<file path="src/rtl/rv32_decode.sv">
`default_nettype none
// ============================================================================
// Module      : rv32_decode
// Description : RV32I decode stage. Decode slot register, immediate and control
//               decode, ex/mem/wb operand bypass, load-use hazard detection.
// Revision    : 1.0
// ============================================================================
module rv32_decode (
  input  logic        clk,
  input  logic        reset,
  input  logic        valid_in,
  input  logic [31:0] pc_in,
  input  logic [31:0] instr_in,
  input  logic        stall_in,
  input  logic        flush_in,
  output logic        stall_out,
  output logic [4:0]  rs1_out,
  output logic [4:0]  rs2_out,
  input  logic [31:0] rs1_value_in,
  input  logic [31:0] rs2_value_in,
  input  logic [4:0]  ex_rd_in,
  input  logic        ex_rd_write_in,
  input  logic [31:0] ex_value_in,
  input  logic [4:0]  mem_rd_in,
  input  logic        mem_rd_write_in,
  input  logic [31:0] mem_value_in,
  input  logic [4:0]  wb_rd_in,
  input  logic        wb_rd_write_in,
  input  logic [31:0] wb_value_in,
  output logic        valid_out,
  output logic [31:0] pc_out,
  output logic [31:0] instr_out,
  output logic [4:0]  rd_out,
  output logic        rd_write_out,
  output logic        mem_read_out,
  output logic [31:0] rs1_value_out,
  output logic [31:0] rs2_value_out,
  output logic [31:0] imm_out
);

  localparam logic [6:0] C_OPC_LOAD   = 7'b0000011;
  localparam logic [6:0] C_OPC_OPIMM  = 7'b0010011;
  localparam logic [6:0] C_OPC_JALR   = 7'b1100111;
  localparam logic [6:0] C_OPC_STORE  = 7'b0100011;
  localparam logic [6:0] C_OPC_BRANCH = 7'b1100011;
  localparam logic [6:0] C_OPC_LUI    = 7'b0110111;
  localparam logic [6:0] C_OPC_AUIPC  = 7'b0010111;
  localparam logic [6:0] C_OPC_JAL    = 7'b1101111;
  localparam logic [6:0] C_OPC_OP     = 7'b0110011;

  logic        r_d_valid;
  logic [31:0] r_d_pc;
  logic [31:0] r_d_instr;

  logic        r_valid_out;
  logic [31:0] r_pc_out;
  logic [31:0] r_instr_out;
  logic [4:0]  r_rd_out;
  logic        r_rd_write_out;
  logic        r_mem_read_out;
  logic [31:0] r_rs1_value_out;
  logic [31:0] r_rs2_value_out;
  logic [31:0] r_imm_out;

  logic [6:0]  w_opc;
  logic [4:0]  w_rd;
  logic [4:0]  w_rs1;
  logic [4:0]  w_rs2;
  logic [31:0] w_imm;
  logic        w_uses_rs1;
  logic        w_uses_rs2;
  logic        w_writes;
  logic        w_mem_read;
  logic        w_rd_write;
  logic [31:0] w_rs1_fwd;
  logic [31:0] w_rs2_fwd;
  logic        w_hazard;

  assign w_opc = r_d_instr[6:0];
  assign w_rd  = r_d_instr[11:7];
  assign w_rs1 = r_d_instr[19:15];
  assign w_rs2 = r_d_instr[24:20];

  assign rs1_out = instr_in[19:15];
  assign rs2_out = instr_in[24:20];

  always_comb begin
    w_imm      = 32'd0;
    w_uses_rs1 = 1'b0;
    w_uses_rs2 = 1'b0;
    w_writes   = 1'b0;
    w_mem_read = 1'b0;
    case (w_opc)
      C_OPC_LOAD, C_OPC_OPIMM, C_OPC_JALR: begin
        w_imm      = {{20{r_d_instr[31]}}, r_d_instr[31:20]};
        w_uses_rs1 = 1'b1;
        w_writes   = 1'b1;
        w_mem_read = (w_opc == C_OPC_LOAD);
      end
      C_OPC_STORE: begin
        w_imm      = {{20{r_d_instr[31]}}, r_d_instr[31:25], r_d_instr[11:7]};
        w_uses_rs1 = 1'b1;
        w_uses_rs2 = 1'b1;
      end
      C_OPC_BRANCH: begin
        w_imm      = {{19{r_d_instr[31]}}, r_d_instr[31], r_d_instr[7],
                      r_d_instr[30:25], r_d_instr[11:8], 1'b0};
        w_uses_rs1 = 1'b1;
        w_uses_rs2 = 1'b1;
      end
      C_OPC_LUI, C_OPC_AUIPC: begin
        w_imm    = {r_d_instr[31:12], 12'd0};
        w_writes = 1'b1;
      end
      C_OPC_JAL: begin
        w_imm    = {{11{r_d_instr[31]}}, r_d_instr[31], r_d_instr[19:12],
                    r_d_instr[20], r_d_instr[30:21], 1'b0};
        w_writes = 1'b1;
      end
      C_OPC_OP: begin
        w_uses_rs1 = 1'b1;
        w_uses_rs2 = 1'b1;
        w_writes   = 1'b1;
      end
      default: ;
    endcase
  end

  assign w_rd_write = w_writes & (w_rd != 5'd0);

  // Youngest producer wins; x0 is never bypassed.
  function automatic logic [31:0] f_fwd(input logic [4:0] src, input logic [31:0] rf_val);
    logic [31:0] v;
    v = rf_val;
    if (src != 5'd0) begin
      if (ex_rd_write_in && ex_rd_in == src)
        v = ex_value_in;
      else if (mem_rd_write_in && mem_rd_in == src)
        v = mem_value_in;
      else if (wb_rd_write_in && wb_rd_in == src)
        v = wb_value_in;
    end
    return v;
  endfunction

  assign w_rs1_fwd = f_fwd(w_rs1, rs1_value_in);
  assign w_rs2_fwd = f_fwd(w_rs2, rs2_value_in);

  assign w_hazard = (w_uses_rs1 && r_rd_out == w_rs1) || (w_uses_rs2 && r_rd_out == w_rs2);

  assign stall_out = r_d_valid & r_valid_out & r_mem_read_out & r_rd_write_out &
                     (r_rd_out != 5'd0) & w_hazard;

  always_ff @(posedge clk) begin
    if (reset) begin
      r_d_valid       <= 1'b0;
      r_d_pc          <= 32'd0;
      r_d_instr       <= 32'd0;
      r_valid_out     <= 1'b0;
      r_pc_out        <= 32'd0;
      r_instr_out     <= 32'd0;
      r_rd_out        <= 5'd0;
      r_rd_write_out  <= 1'b0;
      r_mem_read_out  <= 1'b0;
      r_rs1_value_out <= 32'd0;
      r_rs2_value_out <= 32'd0;
      r_imm_out       <= 32'd0;
    end else if (flush_in) begin
      r_d_valid   <= 1'b0;
      r_valid_out <= 1'b0;
    end else if (stall_in) begin
      r_d_valid <= r_d_valid;
    end else if (stall_out) begin
      r_valid_out <= 1'b0;
    end else begin
      r_d_valid       <= valid_in;
      r_d_pc          <= pc_in;
      r_d_instr       <= instr_in;
      r_valid_out     <= r_d_valid;
      r_pc_out        <= r_d_pc;
      r_instr_out     <= r_d_instr;
      r_rd_out        <= w_rd;
      r_rd_write_out  <= r_d_valid & w_rd_write;
      r_mem_read_out  <= r_d_valid & w_mem_read;
      r_rs1_value_out <= w_rs1_fwd;
      r_rs2_value_out <= w_rs2_fwd;
      r_imm_out       <= w_imm;
    end
  end

  assign valid_out     = r_valid_out;
  assign pc_out        = r_pc_out;
  assign instr_out     = r_instr_out;
  assign rd_out        = r_rd_out;
  assign rd_write_out  = r_rd_write_out;
  assign mem_read_out  = r_mem_read_out;
  assign rs1_value_out = r_rs1_value_out;
  assign rs2_value_out = r_rs2_value_out;
  assign imm_out       = r_imm_out;

endmodule
`default_nettype wire

</file>
<file path="config.mk">
export PLATFORM = sky130hd
export DESIGN_NAME = rv32_decode
export DESIGN_NICKNAME = d
export VERILOG_FILES = /design/src/rtl/rv32_decode.sv
export SDC_FILE = /design/constraint.sdc
export NUM_CORES = 1
export LEC_CHECK = 0
export CAP_MARGIN = 20
export CORE_AREA = 2 2 165 167
export CTS_CLUSTER_SIZE = 16
export DETAILED_ROUTE_END_ITERATION = 8
export DIE_AREA = 0 0 167 169
export DONT_BUFFER_PORTS = 1
export GPL_TIMING_DRIVEN = 0
export SLEW_MARGIN = 20
export SYNTH_ARGS = -nofsm -noshare
export SYNTH_HDL_FRONTEND = slang
export SYNTH_SLANG_ARGS = --single-unit
</file>
<file path="constraint.sdc">
create_clock -name clk -period 2.75 [get_ports clk]
set_clock_uncertainty 0.15 [all_clocks]
set_input_delay 0.275 -clock clk [delete_from_list [all_inputs] [get_ports clk]]
set_output_delay 0.275 -clock clk [all_outputs]
set_load 0.02 [all_outputs]
</file>
==> metrics.cfg, run 1 <==
[sta]
fmax_ghz = 0.367
hold_viol = 0
slew_violations = 0
max-slew-margin-rel_pct = 36.7
setup_viol = 0
finalHoldWorstSlack_ps = 98.3
finalCritPeriodShare_pct = 99.2
period_needed_ps = 2730
worst_pin_slew_ps = 949
rsz0062_at_grt = yes

[flow_run]
drv_cap = 0

[route]
drc = 1
drtAntennaViolNets = 0
detail_route.wl_per_cell_um = 23.2
drt_wl_total_um = 48500
via_count = 12500
dr.pass1.iters = 7
routed_via_density = 5.96
initialDrtViolationCount = 911

[logic_synthesis]
syn_inst = 1498
synth_top_area_share_pct = 39.1
synth_nets = 1745
synth_seq_cells = 228
seq_area_frac_synth_pct = 39.1
synth.distinct_cells = 42
synth.largest_area_cell = dfxtp_1
syn_area_mm2 = 0.0117
syn_avg_cell_area_um2 = 7.79
synth-edff-count = 0
ys_warn_count = 0
synth-async-reset-ratio_pct = 0
synth_flop_cell = dfxtp_1
synth_area_leaders = dfxtp_1 39%, nand2_1 9.0%, a21oi_1 8.9%, nor2_1 5.4%, a221oi_1 5.1%

[placed_design]
dpl_cell_area_mm2 = 0.0121
gp_congestion = 0.937
place_hpwl_um = 34900
portBuffers = 0

[layout]
layout_common_cells = 281 x nand2_1, 220 x dfxtp_1, 205 x a21oi_1, 195 x dlygate4sd3_1, 166 x nor2_1
stdcell_area_mm2 = 0.0151
mostFrequentLayoutCell = nand2_1
n_fill_cell = 2516
multi_input_area_mm2 = 0.00629
drive_gt1_share_pct = 9.58
nets = 1972
syn_to_final_growth_pct = 29.3
seqCellArea_mm2 = 0.00457

[hold_path]
holdPathEnd = rs2_value_out[13]$_SDFFE_PP0P_
hold_path_depth = 3
min_path_type = primary input to flop
hold_path_startpoint = rs2_value_in[13]

[cts]
cts_buffer_depth = 3
cts_tree = built
cts_sinks = 228
clkSlewWorstSetupHoldPaths_ps = 60
cts-root-buf = clkbuf_16
cts_buffers = 26
clk_latency_ps = 550
h-tree-depth = 1

[critical_path]
worstSetupEndpointType = flop
crit_type = flop to flop
arrival_ps = 3010
required_ps = 3030
ff2ff_setup_slack_ps = 20
r2r_end = rs1_value_out[4]$_SDFFE_PP0P_
worst_r2r_path_depth = 8
rr_startpoint = r_d_instr[16]$_SDFFE_PP0P_
cp-start-kind = flop
crit_fanout = 10

[grt]
grt_pass1_vias = 12300
grt_pass1_wl_um = 72600
grt_max_degree = 15
antenna_found_initial = 10
track_usage_pct = 32.5
overflow = 0

[power]
power.density_mw_per_mm2 = 571
switchingPower_mw = 2.49
netSwitchingFraction_pct = 28.9
p_int_mw = 6.13
finalPower_mw = 8.62
seq_power_share_pct = 43.1
p_clk_share_pct = 41.0
leakage_nw = 5.40
vdd_drop_max_uv = 544
comb_power_share_pct = 15.9

[floorplan]
floorplan.initialDensity_pct = 44.0
die_y_um = 169
coreArea_mm2 = 0.0265
die_w_um = 167
dieArea_mm2 = 0.0282
fp-row-count = 60
io_pins = 426

[run_status]
violations = design-rule violations
status = complete, but fails checks

Yosys cell counts (2+ instances only):
library cell and instances:
a211oi_1 20, a21oi_1 207, a221oi_1 68, and2_1 35
buf_2 19, buf_4 41, buf_6 6, clkbuf_1 104
dfxtp_1 228, inv_1 3, mux2i_1 2, nand2_1 281
nand3_1 14, nand3b_1 67, nand4_1 7, nor2_1 169
nor3_1 29, nor3_2 3, nor4_1 2, o211ai_1 2
o21ai_0 2, o31a_1 64, o41ai_1 56, o41ai_2 9
or2_2 2, or3_1 2, or4_1 3, xnor2_1 34
xor2_1 6
layer usage:
metal  GRT usage (%)  up-vias  routed length (um)
met2            58.3      674               23800
li1                -     5799                   -
met1            35.7     5874               17800
met5               0        -                   0
met3            9.56      130                4780
met4            13.7        0                2150
worst max-delay path, stage by stage (launching register included):
cell and delay [ps]:
dfxtp_1 300, buf_2 230, xnor2_1 160, nand4_1 180, nor2_2 380, clkbuf_1 440, a221oi_1 100, o31a_1 320
o41ai_1 350
timing repair:
item / 4_1_cts / 5_1_grt
setup endpoints to repair: 69 / 225
gates resized for setup: 8 / 67
buffers inserted: 0 / 4
hold endpoints to repair: 130 / 0
hold buffers: 195 / 0
pin swaps: 0 / 3
registers in the layout (all words and copies together) (netlist names):
register and count:
r_d_valid 1, instr_out 32, rd_write_out 1, r_d_instr 32, mem_read_out 1, rs1_value_out 32
rs2_value_out 32, r_d_pc 32, valid_out 1, pc_out 32, imm_out 32
final cells by class:
class	count	area share, %
Buffer	170	5.99
Inverter	3	0.0746
Clock inverter	7	0.588
Multi-Input combinational cell	1097	41.7
Clock buffer	40	5.19
Sequential cell	228	30.3
Tap cell	341	2.83
Antenna cell	9	0.149
Timing Repair Buffer	199	13.2
worst max path at each step:
stage | start | endpoint
after global placement | r_d_instr[15]$_SDFFE_PP0P_ | rs1_value_out[0]$_SDFFE_PP0P_
final | r_d_instr[16]$_SDFFE_PP0P_ | rs1_value_out[4]$_SDFFE_PP0P_
after global routing | instr_out[8]$_SDFFE_PP0P_ | r_d_instr[25]$_SDFFE_PP0P_
after floorplan | instr_out[8]$_SDFFE_PP0P_ | imm_out[22]$_SDFFE_PP0P_
after detailed placement | r_d_instr[15]$_SDFFE_PP0P_ | rs1_value_out[0]$_SDFFE_PP0P_
after CTS | valid_out$_SDFFE_PP0N_ | rs1_value_out[17]$_SDFFE_PP0P_
power by group through the flow:
stage | clock network [mW] | registers, mW | logic [mW]
after CTS | 3.57 | 3.71 | 1.34
after global placement | 0 | 3.78 | 1.06
after global routing | 3.69 | 3.73 | 1.50
final | 3.53 | 3.72 | 1.38
after detailed placement | 0 | 3.79 | 1.07
after floorplan | 0 | 3.72 | 0.831
stage by stage:
stage | instances | setup slack (ps) | TNS [ps] | util [%]
5_1_grt | 2094 | -48.1 | -530 | 57.0
3_3_place_gp | 1839 | -118 | -2100 | 45.7
2_1_floorplan | 1498 | 393 | 0 | -
6_report | 2094 | 22.3 | 0 | 57.0
3_5_place_dp | 1839 | -144 | -2950 | 45.7
4_1_cts | 2081 | 8.94 | 0 | 56.4
cells by family (layout without fill, tap and decap cells):
kind of cell,count (synthesis),after routing,share of synthesized area (%)
buffers and inverters,173,419,7.47
XOR/XNOR,40,40,3.00
other,0,9,0
AO/OA/AOI/OAI,436,436,26.3
AND/OR/NAND/NOR,619,619,24.0
flip-flops,228,228,39.1
multiplexers,2,2,0.172
Power figures use the tool's default switching activity.
==> run 2: changes to the inputs <==
--- a/config.mk
+++ b/config.mk
@@ -6,10 +6,9 @@
 export NUM_CORES = 1
 export LEC_CHECK = 0
 export CAP_MARGIN = 20
-export CORE_AREA = 2 2 165 167
+export CORE_UTILIZATION = 30
 export CTS_CLUSTER_SIZE = 16
 export DETAILED_ROUTE_END_ITERATION = 8
-export DIE_AREA = 0 0 167 169
 export DONT_BUFFER_PORTS = 1
 export GPL_TIMING_DRIVEN = 0
 export SLEW_MARGIN = 20
==> metrics.cfg, run 2 (synthesis gave the netlist of run 1 again) <==
[power]
power.density_mw_per_mm2 = 561
comb_power_share_pct = 16.9
leakage_nw = 5.47
seq_power_share_pct = 43.1
p_clk_share_pct = 40.0
netSwitchingFraction_pct = 30.6
p_int_mw = 6.00
switchingPower_mw = 2.64
vdd_drop_max_uv = 474

[layout]
layout_common_cells = 281 x nand2_1, 220 x dfxtp_1, 205 x a21oi_1, 195 x dlygate4sd3_1, 165 x nor2_1
final_util_pct = 40.6
drive_gt1_share_pct = 11.4
mostFrequentLayoutCell = nand2_1
nets = 1972
syn_to_final_growth_pct = 31.9

[floorplan]
floorplan.initialDensity_pct = 30.8
coreArea_mm2 = 0.0379
dieArea_mm2 = 0.0397
die_w_um = 199
io_pins = 426
die_y_um = 199
fp-row-count = 71

[sta]
period_needed_ps = 2730
setup_viol = 0
fmax_ghz = 0.366
finalHoldWorstSlack_ps = 69.7
worst_pin_slew_ps = 996
hold_viol = 0
finalCritPeriodShare_pct = 99.3
slew_violations = 0
max-slew-margin-rel_pct = 33.6

[route]
drc = 0
dr.pass1.iters = 5
via_count = 12900
initialDrtViolationCount = 947
routed_via_density = 5.69
detail_route.wl_per_cell_um = 24.1
drt_wl_total_um = 54500
drtAntennaViolNets = 0

[critical_path]
worstSetupEndpointType = flop
path_buf_inv = 2
required_ps = 3040
max_stage_delay_ps = 420
cp-start-kind = flop
crit_type = flop to flop
cp_cell_sequence = buf_2 > xnor2_1 > nand4_1 > nor2_4 > clkbuf_2 > a221oi_1 > o31a_1 > o41ai_1
crit_path_top_delay_cell = o41ai_1
cp_top_family = compound AO/OA/AOI/OAI gates
crit_fanout = 10
arrival_ps = 3020

[placed_design]
gp_congestion = 0.978
place_hpwl_um = 38400
portBuffers = 0

[grt]
grt_pass1_wl_um = 79000
track_usage_pct = 26.2
overflow = 0
grt_pass1_vias = 12800
grt_max_degree = 14
antenna_found_initial = 8

[run_status]
status = finished, final reports clean

[hold_path]
min_path_type = primary input to flop

[cts]
cts-root-buf = clkbuf_16
cts_buffers = 25
cts_buffer_depth = 3
clkSlewWorstSetupHoldPaths_ps = 70
clk_latency_ps = 570
cts_sinks = 228
h-tree-depth = 1
cts_tree = built

[flow_run]
drv_cap = 0

[run 2: changes by cell type in the layout (fill, tap and decap cells not counted), moves of 3 or more]
cell        change
clkbuf_8        -3
buf_2           -3
clkbuf_1       -26
nor2_4          +3
clkbuf_2       +21
clkinvlp_4      +5
buf_4           +4
[run 2: path summary, 6_finish.rpt]
| kind | start | end | slack, ps | depth (start not counted) |
|---|---|---|---|---|
| hold / removal | rs2_value_in[24] | rs2_value_out[24]$_SDFFE_PP0P_ | 70 | 3 |
| setup reg to reg | r_d_instr[16]$_SDFFE_PP0P_ | rs1_value_out[23]$_SDFFE_PP0P_ | 20 | 8 |
| hold reg to reg | r_d_pc[26]$_SDFFE_PP0P_ | pc_out[26]$_SDFFE_PP0P_ | 300 | 2 |
| setup / recovery | r_d_instr[16]$_SDFFE_PP0P_ | rs1_value_out[23]$_SDFFE_PP0P_ | 20 | 8 |
[run 2: area by class of cell]
type / instances / area, um^2
multi-input cells: 1097 / 6340
clock buffers: 34 / 709
repair buffers: 205 / 2060
diodes: 7 / 17.5
inverters: 3 / 11.3
flip-flops and latches: 228 / 4570
plain buffers: 165 / 927
well taps: 511 / 639
fillers: 3858 / 22500
clock inverters: 11 / 111
[run 2: through the flow]
stage | cell area (um^2) | setup TNS, ps | cells | power, mW | setup slack (ps)
final | 15400 | 0 | 2261 | 8.64 | 19.2
after global routing | 15400 | -65.5 | 2259 | 8.93 | -57.8
after CTS | 15200 | 0 | 2252 | 8.63 | 9.82
after detailed placement | 12300 | -17310 | 2009 | 4.91 | -402
after global placement | 12300 | -13560 | 2009 | 4.89 | -332
after floorplan | 11700 | 0 | 1498 | 4.56 | 393
[run 2: layer usage]
metal  routed length (um)  GRT usage (%)
met5                    0              0
met3                 6150           9.11
met4                 2610           11.3
met1                20300           29.3
met2                25500           45.0
[run 2: power groups by stage]
stage	Clock, mW	Combinational [mW]	Sequential (mW)
global placement	0	1.11	3.78
floorplan	0	0.831	3.72
detailed placement	0	1.13	3.79
finish	3.46	1.46	3.72
CTS	3.52	1.40	3.71
global route	3.64	1.57	3.73
[run 2: what timing repair did]
item / in CTS / in global routing
hold buffers: 195 / 0
cloned: 0 / 0
setup buffers: 4 / 6
resized for setup: 34 / 75
endpoints found under the setup margin: 148 / 227
pin swaps: 1 / 6
endpoints found under the hold margin: 130 / 0
[run 2: worst register-to-register path, cell delays in order, from the launching register on]
cell and delay [ps]:
dfxtp_1 300, buf_2 260, xnor2_1 160, nand4_1 230, nor2_4 300, clkbuf_2 330, a221oi_1 100, o31a_1 330
o41ai_1 420
==> run 3: changes to the inputs <==
--- a/config.mk
+++ b/config.mk
@@ -6,6 +6,7 @@
 export NUM_CORES = 1
 export LEC_CHECK = 0
 export CAP_MARGIN = 20
+export CORE_ASPECT_RATIO = 1.2
 export CORE_UTILIZATION = 30
 export CTS_CLUSTER_SIZE = 16
 export DETAILED_ROUTE_END_ITERATION = 8
==> metrics.cfg, run 3 (synthesis gave the netlist of run 1 again) <==
[cts]
cts_sinks = 228
cts_tree = built
h-tree-depth = 1
cts_buffers = 26
clkSlewWorstSetupHoldPaths_ps = 70
cts_buffer_depth = 3
cts-root-buf = clkbuf_16
clk_latency_ps = 550

[sta]
finalHoldWorstSlack_ps = 37.9
fmax_ghz = 0.377
max-slew-margin-rel_pct = 37.0
worst_pin_slew_ps = 946
setup_viol = 0
period_needed_ps = 2650
finalCritPeriodShare_pct = 96.4
hold_viol = 0
finalSetupTns_ps = 0
slew_violations = 0

[route]
detail_route.wl_per_cell_um = 24.0
drtAntennaViolNets = 0
drt_wl_total_um = 53500
via_count = 12800
routed_via_density = 5.76
initialDrtViolationCount = 881
dr.pass1.iters = 8
drc = 0

[power]
comb_power_share_pct = 16.2
p_clk_share_pct = 41.7
switchingPower_mw = 2.57
p_int_mw = 6.27
power.density_mw_per_mm2 = 578
vdd_drop_max_uv = 420
finalPower_mw = 8.85
netSwitchingFraction_pct = 29.1
seq_power_share_pct = 42.1
leakage_nw = 5.46

[layout]
syn_to_final_growth_pct = 31.2
n_fill_cell = 3852
seqCellArea_mm2 = 0.00457
stdcell_count = 2226
mostFrequentLayoutCell = nand2_1
nets = 1970
drive_gt1_share_pct = 10.6
layout_common_cells = 281 x nand2_1, 221 x dfxtp_1, 205 x a21oi_1, 195 x dlygate4sd3_1, 165 x nor2_1
stdcell_area_mm2 = 0.0153
multi_input_area_mm2 = 0.00630

[critical_path]
worst_r2r_path_depth = 9
worstSetupEndpointType = flop
arrival_ps = 2910
cp-start-kind = flop
max_stage_delay_ps = 620
rr_startpoint = instr_out[8]$_SDFFE_PP0P_
cp_top_family = simple AND/OR/NAND/NOR gates
crit_type = flop to flop
crit_fanout = 10
cp_common_cell = buf_6
cp_cell_sequence = or4_1 > o21ai_2 > nor4_2 > or2_1 > buf_6 > buf_6 > buf_4 > a211oi_1 > nor3_1
required_ps = 3010
path_buf_inv = 3
ff2ff_setup_slack_ps = 100
r2r_end = imm_out[22]$_SDFFE_PP0P_
crit_path_top_delay_cell = or4_1

[floorplan]
floorplan.initialDensity_pct = 30.7
die_w_um = 182
coreArea_mm2 = 0.0381
fp-row-count = 78
die_y_um = 218
dieArea_mm2 = 0.0397
io_pins = 426

[grt]
grt_max_degree = 14
antenna_found_initial = 5
grt_pass1_wl_um = 79600
track_usage_pct = 26.1
grt_pass1_vias = 12800
overflow = 0

[hold_path]
hold_path_startpoint = ex_value_in[0]
holdPathEnd = rs2_value_out[0]$_SDFFE_PP0P_
hold_path_depth = 3
min_path_type = primary input to flop

[flow_run]
drv_cap = 0

[run_status]
status = finished, final reports clean

[placed_design]
dpl_cell_area_mm2 = 0.0123
gp_congestion = 0.930
portBuffers = 0
place_hpwl_um = 39100
dp.cells = 1978

## run 3: cell types whose count changed in the layout (fill, tap and decap cells not counted), sizes merged, moves of 2 or more
cell / previous run / this run
clkinv: 4 / 6
bufinv: 1 / 4
clkinvlp: 5 / 3
clkbuf: 136 / 138
buf: 73 / 68
diode: 7 / 4
## run 3: power groups by stage
stage / Clock, mW / Combinational [mW] / Sequential, mW
detailed placement: 0 / 1.13 / 3.79
CTS: 3.77 / 1.40 / 3.72
global placement: 0 / 1.11 / 3.79
global route: 3.89 / 1.55 / 3.73
finish: 3.69 / 1.43 / 3.72
floorplan: 0 / 0.831 / 3.72
## run 3: cell type report
| type | instances | share of cell area [%] |
|---|---|---|
| Multi-Input combinational cell | 1097 | 41.1 |
| Sequential cell | 228 | 29.9 |
| Timing Repair Buffer | 199 | 13.1 |
| Buffer | 168 | 6.04 |
| Clock buffer | 34 | 4.65 |
| Tap cell | 480 | 3.92 |
| Clock inverter | 13 | 1.15 |
| Inverter | 3 | 0.0735 |
| Antenna cell | 4 | 0.0653 |
## run 3: per-stage QoR
step | util, % | setup slack, ps
after CTS | 39.9 | 2.39
after detailed placement | 32.2 | -314
after global placement | 32.2 | -303
after global routing | 40.2 | -13.5
after floorplan | - | 393
final | 40.2 | 99.2
## run 3: layer usage
layer  GRT usage [%]  wire (um)  vias up
met1            28.7      19900     6033
met3            7.93       5270      209
li1                -          -     5802
met5               0          7        -
met4            13.4       3140        2
met2            45.3      25200      765
## run 3: worst max-delay path by stage
stage | from | to | slack (ps) | cells past startpoint
after CTS | instr_out[10]$_SDFFE_PP0P_ | r_d_instr[26]$_SDFFE_PP0P_ | 2 | 8
after global routing | r_d_instr[19]$_SDFFE_PP0P_ | rs1_value_out[12]$_SDFFE_PP0P_ | -10 | 9
after floorplan | instr_out[8]$_SDFFE_PP0P_ | imm_out[22]$_SDFFE_PP0P_ | 390 | 9
after global placement | r_d_instr[15]$_SDFFE_PP0P_ | rs1_value_out[19]$_SDFFE_PP0P_ | -300 | 8
after detailed placement | r_d_instr[15]$_SDFFE_PP0P_ | rs1_value_out[19]$_SDFFE_PP0P_ | -310 | 8
final | instr_out[8]$_SDFFE_PP0P_ | imm_out[22]$_SDFFE_PP0P_ | 100 | 9
## run 3: tightest hold or removal path, delay by kind of cell
family	cells	cell delay, ps
AOI/OAI and AO/OA	3	440
## run 3: timing repair
action | 4_1_cts | 5_1_grt
gates cloned | 0 | 0
endpoints found under the setup margin | 156 | 207
resized for setup | 28 | 64
hold buffers | 195 | 0
hold endpoints to repair | 130 | 0
pin swaps | 2 | 2
buffers inserted | 2 | 2
